**config.mk**
```make
export PLATFORM = sky130hd
export DESIGN_NAME = jugador_auto_flat
export DESIGN_NICKNAME = d
export VERILOG_FILES = /design/src/rtl/jugador_auto_if.sv /design/src/rtl/jugador_auto.sv /design/src/flat_wrapper.sv
export SDC_FILE = /design/constraint.sdc
export NUM_CORES = 1
export LEC_CHECK = 0
export BUFFER_PORTS_ARGS = -buffer_cell sky130_fd_sc_hd__buf_2
export CELL_PAD_IN_SITES_DETAIL_PLACEMENT = 1
export CELL_PAD_IN_SITES_GLOBAL_PLACEMENT = 1
export CORE_UTILIZATION = 40
export DETAILED_ROUTE_END_ITERATION = 8
export PLACE_DENSITY_LB_ADDON = 0.3
export REMOVE_ABC_BUFFERS = 1
export SLEW_MARGIN = 0
export SYNTH_ARGS = -nofsm -noshare
export SYNTH_HDL_FRONTEND = slang
export SYNTH_SLANG_ARGS = --single-unit
```
**constraint.sdc**
```tcl
create_clock -name clk -period 2.27 [get_ports clk]
set_clock_uncertainty 0.15 [all_clocks]
set_input_delay 0.1135 -clock clk [delete_from_list [all_inputs] [get_ports clk]]
set_output_delay 0.1135 -clock clk [all_outputs]
set_load 0.02 [all_outputs]
```
**src/rtl/jugador_auto_if.sv**
```systemverilog
// Bundle of request, cursor feedback and button lines between the
// auto-player and whatever drives it (game model or host).
interface jugador_auto_if;
  logic       start;
  logic [2:0] target_x;
  logic [2:0] target_y;
  logic [2:0] posicion_x;
  logic [2:0] posicion_y;
  logic       izquierda;
  logic       derecha;
  logic       arriba;
  logic       abajo;
  logic       attack;
  logic       busy;
  logic       done;
  logic       error;

  // Requester / game side
  modport master (
    output start, target_x, target_y, posicion_x, posicion_y,
    input  izquierda, derecha, arriba, abajo, attack, busy, done, error
  );

  // Auto-player side
  modport slave (
    input  start, target_x, target_y, posicion_x, posicion_y,
    output izquierda, derecha, arriba, abajo, attack, busy, done, error
  );
endinterface

```
**src/rtl/jugador_auto.sv**
```systemverilog
// Auto-player: walks the game cursor to a target cell by pulsing the
// active-low direction buttons one at a time, then pulses attack.
// Aborts with an error pulse when the move budget is exhausted.
module jugador_auto #(
  parameter int PULSE_CYCLES = 4,
  parameter int GAP_CYCLES   = 4,
  parameter int MAX_MOVES    = 16
) (
  input  logic          clk,
  input  logic          reset,
  jugador_auto_if.slave bus
);

  localparam logic [2:0] S_IDLE     = 3'd0;
  localparam logic [2:0] S_COMPARE  = 3'd1;
  localparam logic [2:0] S_PRESS    = 3'd2;
  localparam logic [2:0] S_RELEASE  = 3'd3;
  localparam logic [2:0] S_FIRE     = 3'd4;
  localparam logic [2:0] S_FIRE_REL = 3'd5;
  localparam logic [2:0] S_FIN      = 3'd6;

  // Counter reload values: the state lasts (load + 1) cycles.
  localparam logic [7:0] PULSE_LOAD = 8'(PULSE_CYCLES - 1);
  localparam logic [7:0] GAP_LOAD   = 8'(GAP_CYCLES - 1);
  localparam logic [7:0] MOVE_LIMIT = 8'(MAX_MOVES);

  // Direction codes double as bit positions in the button vector.
  localparam logic [1:0] D_IZQ = 2'd0;
  localparam logic [1:0] D_DER = 2'd1;
  localparam logic [1:0] D_ARR = 2'd2;
  localparam logic [1:0] D_ABA = 2'd3;

  logic [2:0] state_q, state_d;
  logic [7:0] cnt_q, cnt_d;
  logic [7:0] moves_q, moves_d;
  logic [2:0] tx_q, tx_d;
  logic [2:0] ty_q, ty_d;
  logic [1:0] dir_q, dir_d;
  // Active-low buttons: [0] izquierda, [1] derecha, [2] arriba, [3] abajo, [4] attack
  logic [4:0] btn_q, btn_d;
  logic       busy_q, busy_d;
  logic       done_q, done_d;
  logic       error_q, error_d;

  // Next-state, counter and target-latch logic.
  always_comb begin
    state_d = state_q;
    cnt_d   = cnt_q;
    moves_d = moves_q;
    tx_d    = tx_q;
    ty_d    = ty_q;
    dir_d   = dir_q;
    done_d  = 1'b0;
    error_d = 1'b0;
    case (state_q)
      S_IDLE: begin
        if (bus.start) begin
          tx_d    = bus.target_x;
          ty_d    = bus.target_y;
          moves_d = 8'd0;
          cnt_d   = 8'd0;
          state_d = S_COMPARE;
        end
      end
      S_COMPARE: begin
        if (bus.posicion_x == tx_q && bus.posicion_y == ty_q) begin
          cnt_d   = PULSE_LOAD;
          state_d = S_FIRE;
        end else if (moves_q == MOVE_LIMIT) begin
          // A cursor that never reaches the target ends here.
          cnt_d   = 8'd0;
          error_d = 1'b1;
          state_d = S_FIN;
        end else begin
          if (bus.posicion_x > tx_q) begin
            dir_d = D_IZQ;
          end else if (bus.posicion_x < tx_q) begin
            dir_d = D_DER;
          end else if (bus.posicion_y > ty_q) begin
            dir_d = D_ARR;
          end else begin
            dir_d = D_ABA;
          end
          // The move is counted once, as the press begins.
          moves_d = (moves_q == 8'hFF) ? moves_q : moves_q + 8'd1;
          cnt_d   = PULSE_LOAD;
          state_d = S_PRESS;
        end
      end
      S_PRESS: begin
        if (cnt_q == 8'd0) begin
          cnt_d   = GAP_LOAD;
          state_d = S_RELEASE;
        end else begin
          cnt_d = cnt_q - 8'd1;
        end
      end
      S_RELEASE: begin
        if (cnt_q == 8'd0) begin
          cnt_d   = 8'd0;
          state_d = S_COMPARE;
        end else begin
          cnt_d = cnt_q - 8'd1;
        end
      end
      S_FIRE: begin
        if (cnt_q == 8'd0) begin
          cnt_d   = GAP_LOAD;
          state_d = S_FIRE_REL;
        end else begin
          cnt_d = cnt_q - 8'd1;
        end
      end
      S_FIRE_REL: begin
        if (cnt_q == 8'd0) begin
          cnt_d   = 8'd0;
          done_d  = 1'b1;
          state_d = S_FIN;
        end else begin
          cnt_d = cnt_q - 8'd1;
        end
      end
      S_FIN: begin
        cnt_d   = 8'd0;
        state_d = S_IDLE;
      end
      default: begin
        cnt_d   = 8'd0;
        state_d = S_IDLE;
      end
    endcase
  end

  // Button and busy values decoded from the next state so the flops
  // change exactly on state entry, never glitching.
  always_comb begin
    btn_d = 5'b11111;
    if (state_d == S_PRESS) begin
      case (dir_d)
        D_IZQ:   btn_d[0] = 1'b0;
        D_DER:   btn_d[1] = 1'b0;
        D_ARR:   btn_d[2] = 1'b0;
        default: btn_d[3] = 1'b0;
      endcase
    end else if (state_d == S_FIRE) begin
      btn_d[4] = 1'b0;
    end
    busy_d = (state_d != S_IDLE);
  end

  // State and output registers; reset releases every button at once.
  always_ff @(posedge clk or posedge reset) begin
    if (reset) begin
      state_q <= S_IDLE;
      cnt_q   <= 8'd0;
      moves_q <= 8'd0;
      tx_q    <= 3'd0;
      ty_q    <= 3'd0;
      dir_q   <= 2'd0;
      btn_q   <= 5'b11111;
      busy_q  <= 1'b0;
      done_q  <= 1'b0;
      error_q <= 1'b0;
    end else begin
      state_q <= state_d;
      cnt_q   <= cnt_d;
      moves_q <= moves_d;
      tx_q    <= tx_d;
      ty_q    <= ty_d;
      dir_q   <= dir_d;
      btn_q   <= btn_d;
      busy_q  <= busy_d;
      done_q  <= done_d;
      error_q <= error_d;
    end
  end

  assign bus.izquierda = btn_q[0];
  assign bus.derecha   = btn_q[1];
  assign bus.arriba    = btn_q[2];
  assign bus.abajo     = btn_q[3];
  assign bus.attack    = btn_q[4];
  assign bus.busy      = busy_q;
  assign bus.done      = done_q;
  assign bus.error     = error_q;

endmodule

```
**src/flat_wrapper.sv**
```systemverilog
// flat-port wrapper written by rule: the top's interface ports become plain ports
module jugador_auto_flat 
#(
  parameter int PULSE_CYCLES = 4,
  parameter int GAP_CYCLES   = 4,
  parameter int MAX_MOVES    = 16
)
  (clk, reset, bus_start, bus_target_x, bus_target_y, bus_posicion_x, bus_posicion_y, bus_izquierda, bus_derecha, bus_arriba, bus_abajo, bus_attack, bus_busy, bus_done, bus_error);
  jugador_auto_if bus_i ();
  input  logic clk;
  input  logic reset;
  input wire logic [$bits(bus_i.start)-1:0] bus_start;
  input wire logic [$bits(bus_i.target_x)-1:0] bus_target_x;
  input wire logic [$bits(bus_i.target_y)-1:0] bus_target_y;
  input wire logic [$bits(bus_i.posicion_x)-1:0] bus_posicion_x;
  input wire logic [$bits(bus_i.posicion_y)-1:0] bus_posicion_y;
  output wire logic [$bits(bus_i.izquierda)-1:0] bus_izquierda;
  output wire logic [$bits(bus_i.derecha)-1:0] bus_derecha;
  output wire logic [$bits(bus_i.arriba)-1:0] bus_arriba;
  output wire logic [$bits(bus_i.abajo)-1:0] bus_abajo;
  output wire logic [$bits(bus_i.attack)-1:0] bus_attack;
  output wire logic [$bits(bus_i.busy)-1:0] bus_busy;
  output wire logic [$bits(bus_i.done)-1:0] bus_done;
  output wire logic [$bits(bus_i.error)-1:0] bus_error;
  assign bus_i.start = bus_start;
  assign bus_i.target_x = bus_target_x;
  assign bus_i.target_y = bus_target_y;
  assign bus_i.posicion_x = bus_posicion_x;
  assign bus_i.posicion_y = bus_posicion_y;
  assign bus_izquierda = bus_i.izquierda;
  assign bus_derecha = bus_i.derecha;
  assign bus_arriba = bus_i.arriba;
  assign bus_abajo = bus_i.abajo;
  assign bus_attack = bus_i.attack;
  assign bus_busy = bus_i.busy;
  assign bus_done = bus_i.done;
  assign bus_error = bus_i.error;
  jugador_auto #(.PULSE_CYCLES(PULSE_CYCLES), .GAP_CYCLES(GAP_CYCLES), .MAX_MOVES(MAX_MOVES)) u_core (.clk(clk), .reset(reset), .bus(bus_i));
endmodule
```
### Word-level counts from Yosys, hierarchy flattened

Index checks and enable logic that the tools add are counted.

| storage, ports and cells | value |
|---|---|
| register bits | 35 |
| word-level logic and storage cells | 79 |
| output and inout bits | 8 |
| input port bits | 15 |

| cells by class | value |
|---|---|
| muxes and demuxes | 36 |
| reductions and logical operators | 11 |
| add/sub/neg operators | 2 |
| order comparisons | 3 |
| equal/unequal tests | 17 |

Operators by type and width:

| cell | count |
|---|---|
| 8-bit 2-to-1 mux | 7 |
| 8-bit case mux with 4 select lines | 1 |
| 3-bit 2-to-1 mux | 7 |
| 3-bit case mux with 6 select lines | 1 |
| 8-bit case mux with 2 select lines | 1 |
| 1-bit 2-to-1 mux | 12 |
| 2-bit 2-to-1 mux | 6 |
| 3-bit by 2-bit equality test with 1-bit output (second input constant) | 3 |
| 3-bit equality test (second input constant) | 3 |
| 8-bit by 1-bit adder with 8-bit output (second input constant) | 1 |
| 8-bit by 5-bit equality test with 1-bit output (second input constant) | 1 |
| 8-bit equality test (second input constant) | 1 |
| 8-bit zero test | 1 |
| 2-bit inequality test (second input constant) | 4 |
| 8-bit by 1-bit subtractor with 8-bit output (second input constant) | 1 |
| 3-bit equality test | 2 |
| 3-bit > comparator | 2 |
| 5-bit AND reduction | 1 |
| 4-bit 2-to-1 mux | 1 |
| 2-bit OR reduction | 2 |
| 3-bit by 1-bit equality test with 1-bit output (second input constant) | 1 |
| 3-bit zero test | 1 |
| 3-bit less-than comparator | 1 |
| 3-bit nonzero test | 1 |
| 7 further kinds | 7 |

### Logic depth before layout (Yosys ltp)

| depth | value |
|---|---|
| depth after elaboration | 11 |
| depth in mapped cells | 9 |
| gate-level depth less buffers | 7 |

### Least setup slack after synthesis

OpenSTA, ideal clock, no wires.

| timing path | value |
|---|---|
| path type | register -> register |
| from | register u_core.tx_q[0] |
| to | register u_core.btn_q[0] |
| stages on the path, launching flop included | 8 |
| setup time | 0.088 ns |
| slack | 0.072 ns |
| path buffers | 1 |
| data required time | 2.032 ns |
| data arrival time | 1.960 ns |
| period minus slack after synthesis | 2.198 ns |
| cells stage by stage | dfrtp_1 > ha_1 > nand3_1 > or2_0 > clkbuf_1 > nand3_1 > mux2_2 > or3b_1 |

| between the ends | value |
|---|---|
| cells in the longest elaborated chain, start to end | 9 |
| elaborated cells between the ends (all ways) | 15 |
| those cells by class | order compare: 2; eq/ne: 2; mux: 9; reduce/logical: 2 |

Ends and longest elaborated chain:

| element | RTL line | source |
|---|---|---|
| from (decl) | jugador_auto.sv:36 | `logic [2:0] tx_q, tx_d;` |
| from (signal assigned) | jugador_auto.sv:168 | `tx_q <= tx_d;` |
| 3-bit less-than comparator | jugador_auto.sv:77 | `end else if (bus.posicion_x < tx_q) begin` |
| 2-bit 2-to-1 mux | jugador_auto.sv:77 |  |
| 2-bit 2-to-1 mux | jugador_auto.sv:75 | `if (bus.posicion_x > tx_q) begin` |
| 2-bit 2-to-1 mux | jugador_auto.sv:69 | `end else if (moves_q == MOVE_LIMIT) begin` |
| 2-bit 2-to-1 mux (*) | jugador_auto.sv:66 | `if (bus.posicion_x == tx_q && bus.posicion_y == ty_q) begin` |
| 2-bit 2-to-1 mux (*) | jugador_auto.sv:55 | `case (state_q)` |
| net u_core.dir_d[0] | jugador_auto.sv:38 | `logic [1:0] dir_q, dir_d;` |
| 2-bit zero test (*) | jugador_auto.sv:139 | `case (dir_d)` |
| 1-bit 2-to-1 mux (*) | jugador_auto.sv:139 |  |
| 4-bit 2-to-1 mux (*) | jugador_auto.sv:138 | `if (state_d == S_PRESS) begin` |
| net u_core.btn_d[0] | jugador_auto.sv:40 | `logic [4:0] btn_q, btn_d;` |
| to (signal assigned) | jugador_auto.sv:171 | `btn_q <= btn_d;` |
| to (decl) | jugador_auto.sv:40 |  |

Mark *: on every way through the listed nets, which the timed path passes. The rest lies on a longest branch.
A chain may end at the register's enable or synchronous reset.

### Final worst setup path

| timing path | value |
|---|---|
| from | register u_core.cnt_q[4] |
| to | register u_core.btn_q[0] |

| between the ends | value |
|---|---|
| cells in the longest elaborated chain, start to end | 5 |
| elaborated cells between the ends (all ways) | 8 |
| those cells by class | eq/ne: 1; mux: 6; reduce/logical: 1 |

Ends and longest elaborated chain:

| element | RTL line | source |
|---|---|---|
| from (decl) | jugador_auto.sv:34 | `logic [7:0] cnt_q, cnt_d;` |
| from (signal assigned) | jugador_auto.sv:166 | `cnt_q <= cnt_d;` |
| 8-bit zero test (*) | -- |  |
| 3-bit 2-to-1 mux (on tied branches) | -- |  |
| 3-bit case mux with 6 select lines (*) | jugador_auto.sv:55 |  |
| 3-bit by 2-bit equality test with 1-bit output (*) | jugador_auto.sv:138 |  |
| 4-bit 2-to-1 mux (*) | jugador_auto.sv:138 |  |
| net u_core.btn_d[0] | jugador_auto.sv:40 |  |

Marked as above.

==> impl_results.md <==
* First-pass GRT wire length at 8148 µm
* Standard cell core area at between 4000 and 5000 µm²
* Wire per inst at between 15 and 20 µm
* Min-Delay Path Depth at 4
* Final WL at about 4800 µm
* Cells after Synth at 191
* Yosys cell types at 47
* Arr. time, crit path at around 2.3 ns
* DP Area at ~2100 µm²
* TritonCTS Sinks at 35
* Lkg Pwr at around 1.1 nW
* Largest net degree at the start of global routing at 36
* Placer Congestion at just over 0.8
* Most common cell after layout, fill and taps aside: dfrtp_1
* Crit path max fanout at 5
* Fin crit share at 0.9706
* Initial antenna violation count at 0
* Number of flops mapped to enable cells by yosys at 0
* # diodes at 0
* Crit start category: flop
* Drt via density at around 5.4
* Max-cap violations at 0
* Crit path kind: reg -> reg
* Final worst path period need at 2.203 ns
* Area grow syn2layout at 28.35%
* Nets at roughly 270
* Maximum vdd drop at around 0.61 mV
* Highest-count cells in the layout ignoring fill and taps: dfrtp_1 (30), buf_2 (22), buf_4 (21)
* Final HPWL DP at about 3500 µm
* Max_slew headroom at 0.5988
* Worst-skew pair later-pin latency at 0.29 ns
* Post-synthesis register bit count at 35
* WHS at 0.1877 ns
* CP Capture Type: flop
* Die Wd at 70.48 µm
* Final Hold Viols at 0
* Initial DRC count at 62
* Mapped Area at 1876 µm²
* Remaining DRCs at 6
* Failing checks: DRC
* GR Overflow Total at 0
* # rows at 24
* Peak Freq at around 450 MHz
* IO buf count at 22
* Status: complete, but fails checks
* Number of H-tree levels at 2
* CTS tree: done
* Die Ht at 70.48 µm
* Max Transition Viols Final at 0
* Async set-reset flop share out of synthesis at 1.000
* Share of cells above drive strength 1 at 0.2934
* Clock root cell: clkbuf_8
* CTS Buf Count at 5
* DR vias at between 1500 and 2000
* CP required at 2.35 ns
* Worst Tran Pin Value at about 0.6 ns
* First-pass DRT Iterations at 6
* Type of the most critical hold path: in -> reg
* Initial Util at 0.4220
* Warnings, synthesis at 0
* Clock transition at path regs at approximately 0.07 ns
* Avg Inst Size Synth at about 9.8 µm²
* Setup tns final at 0 ns
* Final instance area at approximately 2400 µm²
* # setup viols final at 0
* Antenna Nets Post-Route at 0
* Worst R2R Path Depth at 5
* Sequential share of the synthesized area at 0.4703
* Top_reg_cell synth: dfrtp_1
* Total GRT Usage at 0.2125
* Ports at 23
* Clk buf depth at 2
* Die area at 4967 µm²
* Vias in the first global route at ~1700
* Pwr per Cell Area at roughly 1100 nW/µm²
[repair_timing]
item | in CTS | in global routing
gates resized for setup | 3 | 6
hold buffers | 7 | 0
setup buffers | 0 | 7
pin swaps | 0 | 4
cloned | 0 | 0
hold endpoints to repair | 36 | 0
endpoints found under the setup margin | 2 | 11
[worst max-delay path, cell delays in order (launching register included)]
cell and delay [ns]:
dfrtp_1 0.41, or3_4 0.43, or4_4 0.53, a311oi_4 0.33, nor3_2 0.11, or3b_1 0.18
[final cells by class]
class                      instances  area (µm²)
fill                             505        2037
multi-input combinational        134       940.9
sequential                        35       882.1
timing repair buffer              51       349.1
clock buffer                       6       82.58
tap                               52       65.06
inverter                          14       52.55
clock inverter                     2       35.03
[layer usage]
layer	vias to the layer above	wire, µm	global-route usage
met2	21	2472	0.3603
met1	793	2157	0.2686
li1	777	-	-
met5	-	0	0
met4	0	51	0.05215
met3	8	152	0.05628
[synth_stat cells, types with 2 or more instances]
library cell / count / area (µm²)
o21bai_1: 2 / 15.01
dfrtp_1: 30 / 750.7
nor2_1: 12 / 45.04
and3_1: 4 / 25.02
xor2_1: 2 / 17.52
xnor2_1: 5 / 43.79
ha_1: 10 / 125.1
clkbuf_1: 7 / 26.28
nor3_1: 7 / 35.03
or4_1: 5 / 37.54
o21a_1: 3 / 22.52
inv_1: 13 / 48.80
nand3b_1: 2 / 15.01
nor4_1: 4 / 25.02
nand3_1: 9 / 45.04
o31ai_1: 5 / 37.54
a21oi_1: 9 / 45.04
nand2b_1: 5 / 31.28
dfstp_2: 5 / 131.4
nor2b_1: 4 / 25.02
o21ai_1: 3 / 15.01
a221o_1: 2 / 20.02
mux2_2: 2 / 22.52
nand2_1: 17 / 63.81
o21ai_0: 2 / 10.01
[cell families (layout without fill, tap and decap cells)]
kind of cell | after synthesis | after routing | synth area share
xor gates and xnor gates | 7 | 7 | 0.03269
AOI/OAI and AO/OA | 33 | 33 | 0.1234
buffers and inverters | 22 | 73 | 0.04803
DFF | 35 | 35 | 0.4703
and+or+nand+nor | 82 | 82 | 0.2468
adders and majority gates | 10 | 10 | 0.06671
muxes | 2 | 2 | 0.01201
[path summary, 6_finish.rpt]
path	from	end	slack [ns]
max	u_core.cnt_q[4]	u_core.btn_q[0]	0.07
min	bus_start	u_core.bus.busy	0.19
max reg2reg	u_core.cnt_q[4]	u_core.btn_q[0]	0.07
min reg2reg	u_core.tx_q[0]	u_core.tx_q[0]	0.34
max in group asynchronous	reset	u_core.btn_q[4]	1.31
min in group asynchronous	reset	u_core.cnt_q[1]	0.32
[metrics by stage]
step	std cells	setup slack, ns	power [mW]	util
detailed placement	272	-0.008642	2.065	0.4783
global route	294	-0.02605	2.933	0.5417
finish	294	0.06669	2.719	0.5417
global placement	272	0.08508	1.968	0.4783
CTS	287	0.03191	2.694	0.5228
floorplan	183	0.1005	1.677	-
[power by group]
part	internal, mW	total [mW]	switching [mW]
clock network	0.355	0.592	0.236
registers	0.808	0.970	0.161
logic	0.550	1.16	0.608
total	1.71	2.72	1.01
[state kept, by name, indices dropped and copies added (netlist names), 2 cells and up]
signal / cells
u_core.cnt_q: 8
u_core.moves_q: 8
u_core.btn_q: 5
u_core.state_q: 3
u_core.tx_q: 3
u_core.ty_q: 3
u_core.dir_q: 2
No activity file was read; power rests on OpenSTA's default activity.
